File: config.mk
export PLATFORM = sky130hd
export DESIGN_NAME = riscv_trace_buffer_flat
export DESIGN_NICKNAME = d
export VERILOG_FILES = /design/src/rtl/riscv_trace_buffer_if.sv /design/src/rtl/riscv_trace_buffer.sv /design/src/flat_wrapper.sv
export SDC_FILE = /design/constraint.sdc
export NUM_CORES = 2
export LEC_CHECK = 0
export ABC_AREA = 1
export BUFFER_PORTS_ARGS = -buffer_cell sky130_fd_sc_hd__buf_2
export CAP_MARGIN = 15
export CORE_UTILIZATION = 40
export DETAILED_ROUTE_END_ITERATION = 16
export SYNTH_ARGS = -nofsm -noshare
export SYNTH_HDL_FRONTEND = slang
export SYNTH_SLANG_ARGS = --single-unit
File: constraint.sdc
create_clock -name clk -period 9.1 [get_ports clk]
set_input_delay 0.91 -clock clk [delete_from_list [all_inputs] [get_ports clk]]
set_output_delay 0.91 -clock clk [all_outputs]
set_load 0.02 [all_outputs]
File: src/rtl/riscv_trace_buffer_if.sv
// riscv_trace_buffer_if
// Drain stream of the execution-trace buffer: a valid/ready handshake that carries
// the head FIFO entry to a monitor or debug host.
//   master : trace buffer side, drives out_valid and the out_* head fields
//   slave  : consumer side, drives out_ready
// Signals: out_valid, out_ready, out_rf_we/num/data, out_mem_wr/rd/addr/data, out_ts.
interface riscv_trace_buffer_if #(
    parameter int unsigned DATA_W = 32,
    parameter int unsigned ADDR_W = 9,
    parameter int unsigned TS_W   = 16
);
    logic              out_valid;
    logic              out_ready;
    logic              out_rf_we;
    logic [4:0]        out_rf_num;
    logic [DATA_W-1:0] out_rf_data;
    logic              out_mem_wr;
    logic              out_mem_rd;
    logic [ADDR_W-1:0] out_mem_addr;
    logic [DATA_W-1:0] out_mem_data;
    logic [TS_W-1:0]   out_ts;

    modport master (
        output out_valid, out_rf_we, out_rf_num, out_rf_data,
        output out_mem_wr, out_mem_rd, out_mem_addr, out_mem_data, out_ts,
        input  out_ready
    );

    modport slave (
        input  out_valid, out_rf_we, out_rf_num, out_rf_data,
        input  out_mem_wr, out_mem_rd, out_mem_addr, out_mem_data, out_ts,
        output out_ready
    );
endinterface

File: src/rtl/riscv_trace_buffer.sv
// riscv_trace_buffer
// Captures the single-cycle RISC-V core's register-write and data-memory trace into a
// DEPTH-deep FIFO, one entry per event cycle, and drains it over a valid/ready stream.
// The core is never stalled: events arriving while the FIFO is full are dropped and counted.
// Ports:
//   clk, reset                : rising-edge clock, synchronous active-low reset
//   enable                    : arms capture
//   reg_write_sig/reg_num/reg_data                : register-file trace
//   wr/rd/addr/wr_data/rd_data                    : data-memory trace
//   drain (riscv_trace_buffer_if.master)          : head entry + valid/ready handshake
//   count                     : occupancy
//   overflow, drop_cnt        : sticky drop flag, saturating drop counter
//   clr_ovf                   : clears overflow/drop_cnt (a drop in the same cycle wins)
// Build option: define TRACE_TIMESTAMP_EN to add a TS_W-bit cycle counter whose value is
// stored with each entry; otherwise out_ts is tied to 0.
module riscv_trace_buffer #(
    parameter int unsigned DATA_W = 32,
    parameter int unsigned ADDR_W = 9,
    parameter int unsigned DEPTH  = 16,
    parameter int unsigned TS_W   = 16
) (
    input  logic                     clk,
    input  logic                     reset,
    input  logic                     enable,
    input  logic                     reg_write_sig,
    input  logic [4:0]               reg_num,
    input  logic [DATA_W-1:0]        reg_data,
    input  logic                     wr,
    input  logic                     rd,
    input  logic [ADDR_W-1:0]        addr,
    input  logic [DATA_W-1:0]        wr_data,
    input  logic [DATA_W-1:0]        rd_data,
    riscv_trace_buffer_if.master     drain,
    output logic [$clog2(DEPTH):0]   count,
    output logic                     overflow,
    output logic [15:0]              drop_cnt,
    input  logic                     clr_ovf
);
    localparam int unsigned PTR_W = $clog2(DEPTH);
    localparam int unsigned CNT_W = PTR_W + 1;
    localparam logic [CNT_W-1:0] FULL = CNT_W'(DEPTH);

    typedef struct packed {
        logic              rf_we;
        logic [4:0]        rf_num;
        logic [DATA_W-1:0] rf_data;
        logic              mem_wr;
        logic              mem_rd;
        logic [ADDR_W-1:0] mem_addr;
        logic [DATA_W-1:0] mem_data;
`ifdef TRACE_TIMESTAMP_EN
        logic [TS_W-1:0]   ts;
`endif
    } entry_t;

    entry_t           mem_q [DEPTH];
    entry_t           head_q, head_d;
    entry_t           new_entry;
    logic [PTR_W-1:0] wr_ptr_q, wr_ptr_d;
    logic [PTR_W-1:0] rd_ptr_q, rd_ptr_d;
    logic [CNT_W-1:0] count_q, count_d;
    logic             overflow_q, overflow_d;
    logic [15:0]      drop_cnt_q, drop_cnt_d;
    logic             valid, event_cyc, push, pop, drop;

`ifdef TRACE_TIMESTAMP_EN
    logic [TS_W-1:0]  ts_q;

    always_ff @(posedge clk) begin
        if (!reset) begin
            ts_q <= '0;
        end else begin
            ts_q <= ts_q + TS_W'(1);
        end
    end
`endif

    // Pack the current cycle's trace; unused fields are zeroed so entries compare cleanly.
    always_comb begin
        new_entry        = '0;
        new_entry.rf_we  = reg_write_sig;
        new_entry.mem_wr = wr;
        new_entry.mem_rd = rd;
        if (reg_write_sig) begin
            new_entry.rf_num  = reg_num;
            new_entry.rf_data = reg_data;
        end
        if (wr || rd) begin
            new_entry.mem_addr = addr;
        end
        if (wr) begin
            new_entry.mem_data = wr_data;
        end else if (rd) begin
            new_entry.mem_data = rd_data;
        end
`ifdef TRACE_TIMESTAMP_EN
        new_entry.ts = ts_q;
`endif
    end

    always_comb begin
        valid     = (count_q != '0);
        event_cyc = enable & (reg_write_sig | wr | rd);
        pop       = valid & drain.out_ready;
        // A pop in the same cycle frees the slot, so a full FIFO still accepts the event.
        push      = event_cyc & ((count_q != FULL) | pop);
        drop      = event_cyc & (count_q == FULL) & ~pop;

        wr_ptr_d = push ? wr_ptr_q + PTR_W'(1) : wr_ptr_q;
        rd_ptr_d = pop  ? rd_ptr_q + PTR_W'(1) : rd_ptr_q;

        count_d = count_q;
        if (push && !pop) begin
            count_d = count_q + CNT_W'(1);
        end else if (pop && !push) begin
            count_d = count_q - CNT_W'(1);
        end

        overflow_d = overflow_q;
        drop_cnt_d = drop_cnt_q;
        if (drop) begin
            overflow_d = 1'b1;
            if (clr_ovf) begin
                drop_cnt_d = 16'd1;
            end else if (drop_cnt_q != 16'hFFFF) begin
                drop_cnt_d = drop_cnt_q + 16'd1;
            end
        end else if (clr_ovf) begin
            overflow_d = 1'b0;
            drop_cnt_d = '0;
        end

        // Registered head: load the entry that will be at the read pointer next cycle.
        // When that slot is the one being written right now, bypass the storage array.
        // With nothing left the head keeps the last popped entry.
        head_d = head_q;
        if (count_d != '0) begin
            if (push && (wr_ptr_q == rd_ptr_d)) begin
                head_d = new_entry;
            end else begin
                head_d = mem_q[rd_ptr_d];
            end
        end
    end

    always_ff @(posedge clk) begin
        if (reset && push) begin
            mem_q[wr_ptr_q] <= new_entry;
        end
    end

    always_ff @(posedge clk) begin
        if (!reset) begin
            wr_ptr_q   <= '0;
            rd_ptr_q   <= '0;
            count_q    <= '0;
            overflow_q <= 1'b0;
            drop_cnt_q <= '0;
            head_q     <= '0;
        end else begin
            wr_ptr_q   <= wr_ptr_d;
            rd_ptr_q   <= rd_ptr_d;
            count_q    <= count_d;
            overflow_q <= overflow_d;
            drop_cnt_q <= drop_cnt_d;
            head_q     <= head_d;
        end
    end

    assign count    = count_q;
    assign overflow = overflow_q;
    assign drop_cnt = drop_cnt_q;

    assign drain.out_valid    = valid;
    assign drain.out_rf_we    = head_q.rf_we;
    assign drain.out_rf_num   = head_q.rf_num;
    assign drain.out_rf_data  = head_q.rf_data;
    assign drain.out_mem_wr   = head_q.mem_wr;
    assign drain.out_mem_rd   = head_q.mem_rd;
    assign drain.out_mem_addr = head_q.mem_addr;
    assign drain.out_mem_data = head_q.mem_data;
`ifdef TRACE_TIMESTAMP_EN
    assign drain.out_ts       = head_q.ts;
`else
    assign drain.out_ts       = {TS_W{1'b0}};
`endif
endmodule

File: src/flat_wrapper.sv
// flat-port wrapper written by rule: the top's interface ports become plain ports
module riscv_trace_buffer_flat 
#(
    parameter int unsigned DATA_W = 32,
    parameter int unsigned ADDR_W = 9,
    parameter int unsigned DEPTH  = 16,
    parameter int unsigned TS_W   = 16
)
  (clk, reset, enable, reg_write_sig, reg_num, reg_data, wr, rd, addr, wr_data, rd_data, count, overflow, drop_cnt, clr_ovf, drain_out_valid, drain_out_rf_we, drain_out_rf_num, drain_out_rf_data, drain_out_mem_wr, drain_out_mem_rd, drain_out_mem_addr, drain_out_mem_data, drain_out_ts, drain_out_ready);
  riscv_trace_buffer_if #(.DATA_W(DATA_W), .ADDR_W(ADDR_W), .TS_W(TS_W)) drain_i ();
  input  logic clk;
  input  logic reset;
  input  logic enable;
  input  logic reg_write_sig;
  input  logic [4:0] reg_num;
  input  logic [DATA_W-1:0] reg_data;
  input  logic wr;
  input  logic rd;
  input  logic [ADDR_W-1:0] addr;
  input  logic [DATA_W-1:0] wr_data;
  input  logic [DATA_W-1:0] rd_data;
  output logic [$clog2(DEPTH):0] count;
  output logic overflow;
  output logic [15:0] drop_cnt;
  input  logic clr_ovf;
  output wire logic [$bits(drain_i.out_valid)-1:0] drain_out_valid;
  output wire logic [$bits(drain_i.out_rf_we)-1:0] drain_out_rf_we;
  output wire logic [$bits(drain_i.out_rf_num)-1:0] drain_out_rf_num;
  output wire logic [$bits(drain_i.out_rf_data)-1:0] drain_out_rf_data;
  output wire logic [$bits(drain_i.out_mem_wr)-1:0] drain_out_mem_wr;
  output wire logic [$bits(drain_i.out_mem_rd)-1:0] drain_out_mem_rd;
  output wire logic [$bits(drain_i.out_mem_addr)-1:0] drain_out_mem_addr;
  output wire logic [$bits(drain_i.out_mem_data)-1:0] drain_out_mem_data;
  output wire logic [$bits(drain_i.out_ts)-1:0] drain_out_ts;
  input wire logic [$bits(drain_i.out_ready)-1:0] drain_out_ready;
  assign drain_out_valid = drain_i.out_valid;
  assign drain_out_rf_we = drain_i.out_rf_we;
  assign drain_out_rf_num = drain_i.out_rf_num;
  assign drain_out_rf_data = drain_i.out_rf_data;
  assign drain_out_mem_wr = drain_i.out_mem_wr;
  assign drain_out_mem_rd = drain_i.out_mem_rd;
  assign drain_out_mem_addr = drain_i.out_mem_addr;
  assign drain_out_mem_data = drain_i.out_mem_data;
  assign drain_out_ts = drain_i.out_ts;
  assign drain_i.out_ready = drain_out_ready;
  riscv_trace_buffer #(.DATA_W(DATA_W), .ADDR_W(ADDR_W), .DEPTH(DEPTH), .TS_W(TS_W)) u_core (.clk(clk), .reset(reset), .enable(enable), .reg_write_sig(reg_write_sig), .reg_num(reg_num), .reg_data(reg_data), .wr(wr), .rd(rd), .addr(addr), .wr_data(wr_data), .rd_data(rd_data), .drain(drain_i), .count(count), .overflow(overflow), .drop_cnt(drop_cnt), .clr_ovf(clr_ovf));
endmodule
After elaboration in Yosys (flattened, before gate mapping)
Memory sizes are Yosys's and may differ from the RTL's. A register that Yosys moved wholly into a read port is not among the register bits.
Index checks and enable logic that the tools add are counted.
{"block": "totals", "n_memories": 1, "ramBits": 1296, "latch_bits": 0, "regBits": 30, "romBits": 0, "output_inout_bits": 120}
{"block": "op_classes", "eq_ne": 3, "n_reduce_logical": 12, "multipliers": 0, "div": 0, "bitwise": 9, "order_cmp": 0, "n_addsub": 5, "mux": 15, "n_shift": 0}
{"name": "u_core.mem_q", "depth": 16, "width": 81, "rd": 1, "rd_ports_with_merged_regs": 1, "write_ports": 1, "line_no": "riscv_trace_buffer.sv:56", "source": "entry_t mem_q [DEPTH];"}
{"op": "2-to-1 mux 16 bit", "n": 4}
{"op": "2-to-1 mux 32 bit", "n": 2}
{"op": "2-to-1 mux 37 bit", "n": 1}
{"op": "adder 16 x 1 -> 16 bit (second input constant)", "n": 1}
{"op": "!= test 16 bit (second input constant)", "n": 1}
{"op": "2-to-1 mux 5 bit", "n": 2}
{"op": "nonzero test 5 bit", "n": 2}
{"op": "2-to-1 mux 9 bit", "n": 1}
{"op": "adder 4 x 1 -> 4 bit (second input constant)", "n": 2}
{"op": "adder 5 x 1 -> 5 bit (second input constant)", "n": 1}
{"op": "bitwise AND 1 bit", "n": 5}
{"op": "equality test 5 bit (second input constant)", "n": 1}
{"op": "!= test 5 bit (second input constant)", "n": 1}
{"op": "subtractor 5 x 1 -> 5 bit (second input constant)", "n": 1}
{"op": "2-to-1 mux 1 bit", "n": 4}
{"op": "2-to-1 mux 4 bit", "n": 1}
{"op": "nonzero test 2 bit", "n": 2}
{"op": "logical AND 1 bit", "n": 3}
{"op": "zero test 1 bit", "n": 3}
{"op": "OR 1 bit", "n": 3}
{"op": "AND reduction 2 bit", "n": 1}
{"op": "logical OR 1 bit", "n": 1}
{"op": "NOT 1 bit", "n": 1}

Longest topological paths before layout
{"block": "logic_depth", "ltp_word": 9, "ltp_mapped": 17, "depth_no_buf": 16}

Worst setup path before layout
OpenSTA, ideal clock, no wires.
{"block": "synth_timing", "path_kind": "input port to flip-flop", "from": "input wr", "to": "memory u_core.mem_q[1][0] in the netlist's numbering, enable pin", "required_time_ps": 8480, "t_arrival_ps": 7212, "slack_ps": 1268, "stages": 9, "path_buffers": 1, "setup_ps": 620, "cell_sequence": "buf_2 > inv_2 > nand2_2 > o21ai_4 > inv_2 > nand2_1 > nor2_1 > inv_1 > nor3_1"}
{"block": "synth_between", "elab_chain_cells": 7}
{"item": "from (decl)", "line_no": "flat_wrapper.sv:17", "source": "input logic wr;"}
{"item": "OR 1 bit (2 in series)", "line_no": "riscv_trace_buffer.sv:103", "source": "event_cyc = enable & (reg_write_sig | wr | rd);"}
{"item": "bitwise AND 1 bit", "line_no": "riscv_trace_buffer.sv:103"}
{"item": "bitwise AND 1 bit", "line_no": "riscv_trace_buffer.sv:106", "source": "push = event_cyc & ((count_q != FULL) | pop);"}
{"item": "logical AND 1 bit", "line_no": "riscv_trace_buffer.sv:147", "source": "if (reset && push) begin"}
{"item": "2-to-1 mux 1 bit", "line_no": "riscv_trace_buffer.sv:147"}
{"item": "2-to-1 mux 1 bit (implied by the code)", "line_no": "riscv_trace_buffer.sv:148", "source": "mem_q[wr_ptr_q] <= new_entry;"}
{"item": "to (decl)", "line_no": "riscv_trace_buffer.sv:56"}
No other way between the ends.

Worst setup path after layout
{"block": "layout_timing", "from": "register u_core.count_q[0] (netlist: u_core.count[0])", "to": "register, netlist name u_core.drain.out_mem_data[21]"}
{"block": "layout_between", "elab_chain_cells": 9}
{"item": "from (decl)", "line_no": "riscv_trace_buffer.sv:61", "source": "logic [CNT_W-1:0] count_q, count_d;"}
{"item": "from (signal assigned)", "line_no": "riscv_trace_buffer.sv:163", "source": "count_q <= count_d;"}
{"item": "nonzero test 5 bit", "line_no": "riscv_trace_buffer.sv:102", "source": "valid = (count_q != '0);"}
{"item": "bitwise AND 1 bit", "line_no": "riscv_trace_buffer.sv:104", "source": "pop = valid & drain.out_ready;"}
{"item": "OR 1 bit", "line_no": "riscv_trace_buffer.sv:106"}
{"item": "bitwise AND 1 bit", "line_no": "riscv_trace_buffer.sv:106"}
{"item": "zero test 1 bit", "line_no": "riscv_trace_buffer.sv:115", "source": "end else if (pop && !push) begin"}
{"item": "logical AND 1 bit", "line_no": "riscv_trace_buffer.sv:115"}
{"item": "2-to-1 mux 5 bit", "line_no": "riscv_trace_buffer.sv:115"}
{"item": "2-to-1 mux 5 bit", "line_no": "riscv_trace_buffer.sv:113", "source": "if (push && !pop) begin"}
{"item": "nonzero test 5 bit", "line_no": "riscv_trace_buffer.sv:137", "source": "if (count_d != '0) begin"}
Several ways; a longest one is shown, not always the timed one.
A chain may end at the register's enable or synchronous reset.

==> flow_metrics.env <==
export IMPL_min_from="clr_ovf"
export IMPL_insertion_delay_ps=780
export IMPL_grt_overflow_total=0
export IMPL_power_density_nw_per_um2=269
export IMPL_r2r_cells=14
export IMPL_drv_cap=0
export IMPL_cp_end_kind="flip-flop"
export IMPL_cts_root_buf="clkbuf_16"
export IMPL_slew_headroom=0.232
export IMPL_ir_drop_v=0.000270
export IMPL_layout_common_cells="nand3_1, nand2_1, edfxtp_1, inv_1, buf_2"
export IMPL_antenna_found_initial=6
export IMPL_ys_async_sr_fraction=0
export IMPL_grt_pass1_wl_mm=273
export IMPL_postCtsSetupBuffers=0
export IMPL_hold_buffers=0
export IMPL_grt_pass1_vias=42000
export IMPL_wirelength_mm=183
export IMPL_r2r_end="u_core.drain.out_mem_data[21]"
export IMPL_vias=44800
export IMPL_hpwlAfterDp_mm=90.8
export IMPL_numCtsBuffers=147
export IMPL_skew_ps=22.8
export IMPL_portBuffers=221
export IMPL_area_delta_synth_final_pct=11.8
export IMPL_fin_util=0.453
export IMPL_crit_fanout=106
export IMPL_path_buf_inv=3
export IMPL_rsz0062_at_grt="no"
export IMPL_hold_depth=2
export IMPL_min_period_over_period=0.569
export IMPL_placed_area_sq_um=64400
export IMPL_die_area_sq_um=156000
export IMPL_fmaxAchievable_mhz=193
export IMPL_max_stage_delay_ps=770
export IMPL_syn_inst=6044
export IMPL_tritoncts="built"
export IMPL_synth_top_flop_cell="edfxtp_1"
export IMPL_r2r_slack_ps=3920
export IMPL_critPathKind="reg -> reg"
export IMPL_synth_edf_count=1296
export IMPL_path_cells="inv_1, ha_1, nand3_2, nand2_4, nand2_4, nand2_8, xor2_1, nor2_4, nand3_4, buf_4, buf_4, nand3_1, nand2_1, a21oi_1"
export IMPL_report_final_slew_viol_count=0
export IMPL_grt_total_usage=0.231
export IMPL_grt_max_degree=167
export IMPL_core_sq_um=152000
export IMPL_wire_per_inst_um=22.3
export IMPL_drive_above_1_share=0.0867
export IMPL_nets=6215
export IMPL_antenna_left=0
export IMPL_drc=0
export IMPL_ctsResizeCount=0
export IMPL_start_kind="flip-flop"
export IMPL_cts_max_level=4
export IMPL_arrival_ps=5810
export IMPL_syn_avg_cell_area_sq_um=10.2
export IMPL_hold_viol=0
export IMPL_final_common_cell="nand3_1"
export IMPL_setup_viol=0
export IMPL_ys_warn_count=0
export IMPL_die_h_um=395
export IMPL_post_route_min_period_ps=5180
export IMPL_ys_seq_area_frac=0.667
export IMPL_hp_class="in -> reg"
export IMPL_cts_sinks=1407
export IMPL_drt_iter0_drc=5106
export IMPL_hold_end="u_core.drop_cnt[10]"
export IMPL_synth_ff_latch_count=1407
export IMPL_rows=143
export IMPL_r2r_start="u_core.count[0]"
export IMPL_io_pins=238
export IMPL_p_total_mw=18.5
export IMPL_design_area_sq_um=69000
export IMPL_clkSlewWorstSetupHoldPaths_ps=60
export IMPL_status="finished clean"
export IMPL_p_leak_nw=28.4
export IMPL_place_congestion=0.796
export IMPL_nFillCells=14200
export IMPL_die_w_um=395
export IMPL_finalSetupTns_ps=0
export IMPL_synth_cell_area_sq_um=61700
export IMPL_firstDrtPassIters=5
export IMPL_critical_path_top_delay_family="simple AND/OR/NAND/NOR gates"
export IMPL_tightest_slew_ps=1150
export IMPL_crit_slowest_cell="nand2_4"
export IMPL_cts_buffer_depth=3
export IMPL_synthDistinctLibCells=38
export IMPL_start_util=0.405
export IMPL_worst_ep_required_time_ps=9720
export IMPL_viasPerCell=5.44
==> layout make-up <==
cell class              count  area, sq um  share of cell area
well taps                2030         2540              0.0368
inverters                 753         2840              0.0412
repair buffers            308         1860              0.0270
flip-flops and latches   1407        41100               0.596
clock inverters            49          445             0.00646
multi-input cells        3472        16000               0.232
clock buffers             217         4170              0.0604
diodes                      2         5.00           0.0000726
==> how the worst max path moves through the flow <==
stage                               start                             to  slack [ps]  cells past startpoint
final                     u_core.count[0]  u_core.drain.out_mem_data[21]        3920                     14
after global routing      u_core.count[0]  u_core.drain.out_mem_data[17]        3600                     16
after CTS                 u_core.count[0]        u_core.drain.out_mem_rd        3950                     14
after detailed placement  drain_out_ready  u_core.drain.out_mem_data[13]        3830                     13
after global placement    drain_out_ready  u_core.drain.out_mem_data[13]        3900                     14
after floorplan                        wr             u_core.mem_q[1][0]        1270                      9
==> layer usage <==
metal / track usage / part of all wire / up-vias / wire [um]
li1: - / - / 20600 / -
met1: 0.323 / 0.43 / 22000 / 78000
met2: 0.372 / 0.47 / 1961 / 86200
met3: 0.0334 / 0.081 / 293 / 14900
met4: 0.0727 / 0.023 / 6 / 4220
met5: 0 / 0.00017 / - / 31
==> logic make-up (layout without fill, tap and decap cells) <==
kind of cell | after synthesis | in the layout | synth area share
DFF | 1407 | 1407 | 0.667
xor gates and xnor gates | 9 | 9 | 0.00128
buffers and inverters | 1180 | 1327 | 0.0779
AOI/OAI and AO/OA | 248 | 248 | 0.0224
other | 1 | 18 | 0.0000608
and+or+nand+nor | 3191 | 3191 | 0.230
adders and majority gates | 8 | 8 | 0.00162
==> sequential cells by signal, summed over array words and instances, names as in the netlist <==
name and count:
u_core.count 5, u_core.drain.out_mem_addr 9, u_core.drain.out_mem_data 32, u_core.drain.out_mem_rd 1, u_core.drain.out_mem_wr 1, u_core.drain.out_rf_data 32, u_core.drain.out_rf_num 5, u_core.drain.out_rf_we 1
u_core.drop_cnt 16, u_core.mem_q 1296, u_core.overflow 1, u_core.rd_ptr_q 4, u_core.wr_ptr_q 4
==> report_power, final <==
part / internal [mW] / switching, mW
logic: 1.37 / 3.86
clock network: 3.39 / 2.48
registers: 7.27 / 0.151
==> worst reg2reg max path, delay by kind of cell (launching register included) <==
kind                     cells  cell delay, ps
AND/OR/NAND/NOR              8            2260
buffers and inverters        3            1570
XOR/XNOR                     1             470
flip-flops                   1             420
adder cells (fa/ha/maj)      1             260
AO/OA/AOI/OAI                1              60
==> cell usage after synthesis, drive strengths merged, types with 8 or more instances <==
library cell     n  area (sq um)
nor3            19          95.1
o211ai           8          60.1
nand2         1517          5710
a21oi           94           470
a22oi           31           233
nand3         1529          7670
nand4           83           519
nor2            40           173
inv            753          2830
o21ai          106           546
buf            297          1490
clkbuf         130           488
dfxtp          111          2220
ha               8           100
edfxtp        1296         38900
==> through the flow <==
step           cells  worst slack [ps]  hold WS (ps)
2_1_floorplan   6059              1270           510
6_report        8238              3920           374
3_5_place_dp    7970              3830           461
3_3_place_gp    7969              3900           456
5_1_grt         8237              3600           384
4_1_cts         8236              3950           323
Note: power is estimated with default switching activity, not from simulation.
